--- src/rtl/vga_timing_gen.sv ---
`default_nettype none
// +----------------------------------------------------------------------------+
// | Module  : vga_timing_gen                                                   |
// | Purpose : 640x480@60 sync/DE/coordinate generator with a registered RGB    |
// |           output stage. Define VGA_TIMING_TEST_PATTERN_EN to replace       |
// |           rgb_in with 8 vertical colour bars.                              |
// | Revision: 1.0 - initial release                                            |
// +----------------------------------------------------------------------------+
module vga_timing_gen #(
  parameter int   H_ACTIVE = 640,
  parameter int   H_FRONT  = 16,
  parameter int   H_SYNC   = 96,
  parameter int   H_BACK   = 48,
  parameter int   V_ACTIVE = 480,
  parameter int   V_FRONT  = 10,
  parameter int   V_SYNC   = 2,
  parameter int   V_BACK   = 33,
  parameter logic SYNC_POL = 1'b0,
  parameter int   COLOR_W  = 4
) (
  input  logic                   clock_vga,
  input  logic                   reset,
  output logic [9:0]             pix_x,
  output logic [9:0]             pix_y,
  output logic                   pix_req,
  input  logic [3*COLOR_W-1:0]   rgb_in,
  output logic                   frame_start,
  output logic                   line_start,
  output logic [15:0]            frame_count,
  output logic                   vga_hs,
  output logic                   vga_vs,
  output logic                   vga_de,
  output logic [COLOR_W-1:0]     vga_r,
  output logic [COLOR_W-1:0]     vga_g,
  output logic [COLOR_W-1:0]     vga_b
);

  localparam int c_h_total = H_ACTIVE + H_FRONT + H_SYNC + H_BACK;
  localparam int c_v_total = V_ACTIVE + V_FRONT + V_SYNC + V_BACK;

  localparam logic [9:0] c_h_last       = 10'(c_h_total - 1);
  localparam logic [9:0] c_h_active_end = 10'(H_ACTIVE - 1);
  localparam logic [9:0] c_h_front_end  = 10'(H_ACTIVE + H_FRONT - 1);
  localparam logic [9:0] c_h_sync_end   = 10'(H_ACTIVE + H_FRONT + H_SYNC - 1);
  localparam logic [9:0] c_v_last       = 10'(c_v_total - 1);
  localparam logic [9:0] c_v_active_end = 10'(V_ACTIVE - 1);
  localparam logic [9:0] c_v_front_end  = 10'(V_ACTIVE + V_FRONT - 1);
  localparam logic [9:0] c_v_sync_end   = 10'(V_ACTIVE + V_FRONT + V_SYNC - 1);

  if (c_h_total > 1024) begin : g_h_total_too_large
    $error("vga_timing_gen: H_TOTAL exceeds 1024");
  end
  if (c_v_total > 1024) begin : g_v_total_too_large
    $error("vga_timing_gen: V_TOTAL exceeds 1024");
  end

  typedef enum logic [1:0] {
    ST_ACTIVE = 2'd0,
    ST_FRONT  = 2'd1,
    ST_SYNC   = 2'd2,
    ST_BACK   = 2'd3
  } region_t;

  logic [9:0] r_hcnt;
  logic [9:0] r_vcnt;
  region_t    r_hstate;
  region_t    r_vstate;
  region_t    w_hstate_next;
  region_t    w_vstate_next;
  logic       w_hwrap;
  logic       w_vwrap;
  logic [3*COLOR_W-1:0] w_colour;

  assign w_hwrap = (r_hcnt == c_h_last);
  assign w_vwrap = (r_vcnt == c_v_last);

  always_ff @(posedge clock_vga) begin
    if (reset) begin
      r_hcnt      <= '0;
      r_vcnt      <= '0;
      r_hstate    <= ST_ACTIVE;
      r_vstate    <= ST_ACTIVE;
      frame_count <= '0;
    end else begin
      r_hcnt   <= w_hwrap ? '0 : r_hcnt + 10'd1;
      r_hstate <= w_hstate_next;
      r_vstate <= w_vstate_next;
      if (w_hwrap) begin
        r_vcnt <= w_vwrap ? '0 : r_vcnt + 10'd1;
      end
      if (w_hwrap && w_vwrap) begin
        frame_count <= frame_count + 16'd1;
      end
    end
  end

  // States advance on the edge where the counter enters the next region.
  always_comb begin
    w_hstate_next = r_hstate;
    case (r_hstate)
      ST_ACTIVE: if (r_hcnt == c_h_active_end) w_hstate_next = ST_FRONT;
      ST_FRONT:  if (r_hcnt == c_h_front_end)  w_hstate_next = ST_SYNC;
      ST_SYNC:   if (r_hcnt == c_h_sync_end)   w_hstate_next = ST_BACK;
      ST_BACK:   if (w_hwrap)                  w_hstate_next = ST_ACTIVE;
      default:                                 w_hstate_next = ST_ACTIVE;
    endcase
  end

  always_comb begin
    w_vstate_next = r_vstate;
    if (w_hwrap) begin
      case (r_vstate)
        ST_ACTIVE: if (r_vcnt == c_v_active_end) w_vstate_next = ST_FRONT;
        ST_FRONT:  if (r_vcnt == c_v_front_end)  w_vstate_next = ST_SYNC;
        ST_SYNC:   if (r_vcnt == c_v_sync_end)   w_vstate_next = ST_BACK;
        ST_BACK:   if (w_vwrap)                  w_vstate_next = ST_ACTIVE;
        default:                                 w_vstate_next = ST_ACTIVE;
      endcase
    end
  end

  assign pix_x       = r_hcnt;
  assign pix_y       = r_vcnt;
  assign pix_req     = (r_hstate == ST_ACTIVE) && (r_vstate == ST_ACTIVE);
  assign line_start  = (r_hcnt == 10'd0);
  assign frame_start = (r_hcnt == 10'd0) && (r_vcnt == 10'd0);

`ifdef VGA_TIMING_TEST_PATTERN_EN
  localparam int c_bar_w = H_ACTIVE / 8;

  logic [9:0] w_bar_raw;
  logic [2:0] w_bar;
  logic [2:0] w_bar_rgb;
  logic       w_unused_rgb;

  assign w_unused_rgb = ^rgb_in;
  assign w_bar_raw    = r_hcnt / 10'(c_bar_w);
  assign w_bar        = (w_bar_raw > 10'd7) ? 3'd7 : w_bar_raw[2:0];

  // {r,g,b} on/off per bar: white, yellow, cyan, green, magenta, red, blue, black.
  always_comb begin
    w_bar_rgb = 3'b000;
    case (w_bar)
      3'd0:    w_bar_rgb = 3'b111;
      3'd1:    w_bar_rgb = 3'b110;
      3'd2:    w_bar_rgb = 3'b011;
      3'd3:    w_bar_rgb = 3'b010;
      3'd4:    w_bar_rgb = 3'b101;
      3'd5:    w_bar_rgb = 3'b100;
      3'd6:    w_bar_rgb = 3'b001;
      default: w_bar_rgb = 3'b000;
    endcase
  end

  assign w_colour = {{COLOR_W{w_bar_rgb[2]}}, {COLOR_W{w_bar_rgb[1]}}, {COLOR_W{w_bar_rgb[0]}}};
`else
  assign w_colour = rgb_in;
`endif

  always_ff @(posedge clock_vga) begin
    if (reset) begin
      vga_de <= 1'b0;
      vga_hs <= ~SYNC_POL;
      vga_vs <= ~SYNC_POL;
      vga_r  <= '0;
      vga_g  <= '0;
      vga_b  <= '0;
    end else begin
      vga_de <= pix_req;
      vga_hs <= (r_hstate == ST_SYNC) ? SYNC_POL : ~SYNC_POL;
      vga_vs <= (r_vstate == ST_SYNC) ? SYNC_POL : ~SYNC_POL;
      vga_r  <= pix_req ? w_colour[3*COLOR_W-1 -: COLOR_W] : '0;
      vga_g  <= pix_req ? w_colour[2*COLOR_W-1 -: COLOR_W] : '0;
      vga_b  <= pix_req ? w_colour[COLOR_W-1 -: COLOR_W]   : '0;
    end
  end

`ifndef SYNTHESIS
  function automatic region_t f_region(input logic [9:0] cnt, input int act, input int fr,
                                       input int sy);
    if (int'(cnt) < act)           return ST_ACTIVE;
    if (int'(cnt) < act + fr)      return ST_FRONT;
    if (int'(cnt) < act + fr + sy) return ST_SYNC;
    return ST_BACK;
  endfunction

  always_ff @(posedge clock_vga) begin
    if (!reset) begin
      a_hstate_matches_hcnt: assert (r_hstate == f_region(r_hcnt, H_ACTIVE, H_FRONT, H_SYNC));
      a_vstate_matches_vcnt: assert (r_vstate == f_region(r_vcnt, V_ACTIVE, V_FRONT, V_SYNC));
    end
  end
`endif

endmodule
`default_nettype wire

--- config.mk ---
export PLATFORM = sky130hd
export DESIGN_NAME = vga_timing_gen
export DESIGN_NICKNAME = d
export VERILOG_FILES = /design/src/rtl/vga_timing_gen.sv
export SDC_FILE = /design/constraint.sdc
export NUM_CORES = 1
export LEC_CHECK = 0
export ABC_AREA = 1
export CAP_MARGIN = 20
export CORE_ASPECT_RATIO = 0.6
export CORE_UTILIZATION = 38
export DETAILED_ROUTE_END_ITERATION = 10
export GPL_TIMING_DRIVEN = 0
export PLACE_DENSITY_LB_ADDON = 0.08
export SETUP_SLACK_MARGIN = 0.15
export SLEW_MARGIN = 20
export SYNTH_ARGS = -nofsm -noshare
export SYNTH_HDL_FRONTEND = slang
export SYNTH_SLANG_ARGS = --single-unit
--- constraint.sdc ---
create_clock -name clock_vga -period 1.5 [get_ports clock_vga]
set_input_delay 0.375 -clock clock_vga [delete_from_list [all_inputs] [get_ports clock_vga]]
set_output_delay 0.375 -clock clock_vga [all_outputs]
set_load 0.03 [all_outputs]
==> key figures <==
Run status
  • Status: finished, violations left
  • Failing checks: negative setup slack

Floorplanning
  • Die Height: just under 70 um
  • Area of the core: roughly 0.007 mm2
  • Starting density of the core: between 40% and 50%
  • Die area: roughly 0.0077 mm2
  • IO Pins: between 60 and 70
  • Row cnt: 23
  • Chip width: roughly 110 um

Placed design
  • Post-DP HPWL: approximately 5.4 mm
  • DP Area: between 0.003 and 0.004 mm2
  • Pre-CTS setup slack: -708 ps
  • Global placer's final weighted congestion: 0.871
  • IO buf count: 67

Timing
  • Worst-Margin Slew: about 420 ps
  • Unrepaired setup endpoints after global routing: true
  • WHS: 490 ps
  • Final Setup Violations: around 40
  • Slew HR: 71.6%
  • Final Hold Vio Count: 0
  • Part of the cycle the worst path needs: 129%
  • Fin. max-slew vios: 0
  • Final Worst Setup Slack: -433 ps
  • Min cycle time layout: between 1500 and 2000 ps
  • Max Clock Skew: between 10 and 15 ps
  • F_max: roughly 520 MHz

Min path
  • WHS Path Cells: 1
  • Worst hold-check path type: reg -> reg

Synthesis
  • Gate Count Post-Synth: 409
  • Syn_area_per_cell: just under 7 um2
  • Synth top area share: 39.2%
  • Cell taking the most area after synthesis: dfxtp_1
  • Yosys Warn Count: 0
  • Seq cells post-synth: 55
  • Register area share after synthesis: between 30% and 40%
  • Top post-synthesis cells by area: dfxtp_1 39%, nand2_1 13%, nor2_1 9.4%
  • Syn_nets: about 440
  • Yosys cell types: 29
  • Post-Synthesis Cell Area: approximately 0.0028 mm2

Pwr
  • Design Power: ~3.1 mW
  • Max VDD drop: 416 uV
  • Cell leakage power: 2.10 nW
  • Power Dens Cells: around 670 mW/mm2

CTS
  • TritonCTS Buffers: 5
  • Worst-skew pair later-pin latency: between 300 and 400 ps
  • H-tree Lvls: 2
  • CTS tree: yes
  • CTS Root Cell: clkbuf_16
  • CTS max path bufs: 2
  • Clk sinks: 55
  • Hold Buf Count CTS: 0
  • Clk pin slew, worst setup/hold paths: ~80 ps

Global routing
  • Grt total ovfl: 0
  • First-pass GRT wire length: 13.0 mm
  • Vias in the first global route: between 2000 and 3000
  • Initial antenna violation count: 0
  • All-Layer GR Usage: around 22%
  • Largest net degree at the start of global routing: 20

Finish
  • Commonest non-fill, non-tap cell in the layout: nand2_1
  • # diodes: 0
  • Design Area, Final: roughly 0.0046 mm2
  • Most frequent cells in the layout: 77 x nand2_1, 54 x inv_1, 54 x nor2_1, 35 x buf_4, 27 x dfxtp_2
  • Layout area overhead: 62.3%
  • Final #Nets: between 500 and 600
  • Share of cells above drive strength 1: a little under half

Worst setup path
  • CP startpoint kind: flop
  • Slowest stage cell, crit path: dfxtp_4
  • Setup crit end kind: primary output
  • Arrival time worst endpoint: ~1600 ps
  • CP Class: reg -> out
  • Critical path required time: around 1100 ps
  • Max incr delay on CP: 360 ps
  • Worst R2R Path Depth: 10
  • Worst Path Max Fanout: 2
  • Cell Chain, Critical Path: inv_4 > ha_4 > nand2_2 > nor2_2 > nand4_1 > nor3_4 > buf_6

Routing
  • Wire per inst: 14.3 um
  • Drt first-iter violations: between 150 and 200
  • Vias: slightly below 3000
  • DRC: 0
  • WL final: roughly 8.8 mm
  • Via density per instance: 4.83
  • ANT nets after route: 0
  • Pre-antenna DRT Iters: 4

Job
  • Max Cap Violations: 0
==> through the flow <==
stage / utilization (%) / cells / setup TNS, ps
floorplan: - / 409 / -47.1
global placement: 53.7 / 563 / -11160
detailed placement: 53.7 / 563 / -11180
CTS: 61.0 / 602 / -3320
global route: 66.0 / 618 / -7970
finish: 66.0 / 618 / -5540
==> worst paths after layout <==
| check | slack (ps) | end | from |
|---|---|---|---|
| worst min-delay path | 490 | pix_y[2]$_SDFFE_PP0N_ | pix_y[2]$_SDFFE_PP0N_ |
| worst max-delay path | -430 | frame_start | pix_x[0]$_SDFF_PP0_ |
| worst max register to register | -210 | frame_count[3]$_SDFFE_PP0P_ | pix_x[0]$_SDFF_PP0_ |
| worst min register to register | 490 | pix_y[2]$_SDFFE_PP0N_ | pix_y[2]$_SDFFE_PP0N_ |
==> cells by family (layout without fill, tap and decap cells) <==
family | Yosys count | count (layout) | synth area share (%)
XOR/XNOR | 4 | 4 | 1.25
flip-flops | 55 | 55 | 39.2
adder cells (fa/ha/maj) | 15 | 15 | 6.69
AO/OA/AOI/OAI | 42 | 42 | 8.20
AND/OR/NAND/NOR | 218 | 220 | 34.1
buffers and inverters | 75 | 195 | 10.5
==> final cells by class <==
type / count / area [um2]
fill: 594 / 2350
multi-input combinational: 281 / 1850
clock buffer: 5 / 125
clock inverter: 3 / 26.3
buffer: 5 / 37.5
tap: 87 / 109
sequential: 55 / 1150
timing repair buffer: 112 / 973
inverter: 70 / 289
==> cells in the mapped netlist, drive strengths merged <==
library cell	number
nand4	12
clkbuf	2
o22ai	1
nor3	11
inv	70
a21oi	25
dfxtp	55
ha	15
nor2	74
xor2	2
nand3	17
nand3b	3
o21ai	14
xnor2	2
nor3b	1
a31oi	1
nand2	100
o21a	1
buf	3
==> timing repair <==
item / 4_1_cts / 5_1_grt
pin swaps: 22 / 32
endpoints found under the setup margin: 99 / 74
cloned: 3 / 0
setup buffers: 28 / 16
resized for setup: 298 / 96
==> critical path, delay by kind of cell (launching register included) <==
family,cells,cell delay [ps]
DFF,1,360
buffers and inverters,2,200
and+or+nand+nor,4,540
adders and majority gates,1,140
==> routing by layer <==
metal	vias up	global-route usage [%]	wire, um
met5	-	0	0
met4	0	6.91	73
met3	5	5.16	514
met2	92	30.7	3770
met1	1364	33.1	4480
li1	1523	-	-
==> state kept, by name, summed over array words and instances (netlist names) <==
register,count
vga_hs,1
pix_x,10
vga_vs,1
frame_count,16
vga_de,1
vga_b,4
vga_r,4
pix_y,10
r_vstate,2
vga_g,4
r_hstate,2
==> power breakdown <==
part           leakage, nW  internal (mW)  switching (mW)  total [mW]
Sequential           0.464           1.48          0.0138        1.49
Combinational         1.56          0.143           0.177       0.320
Clock               0.0767          0.640           0.611        1.25
(Power assumes the default switching activity.)
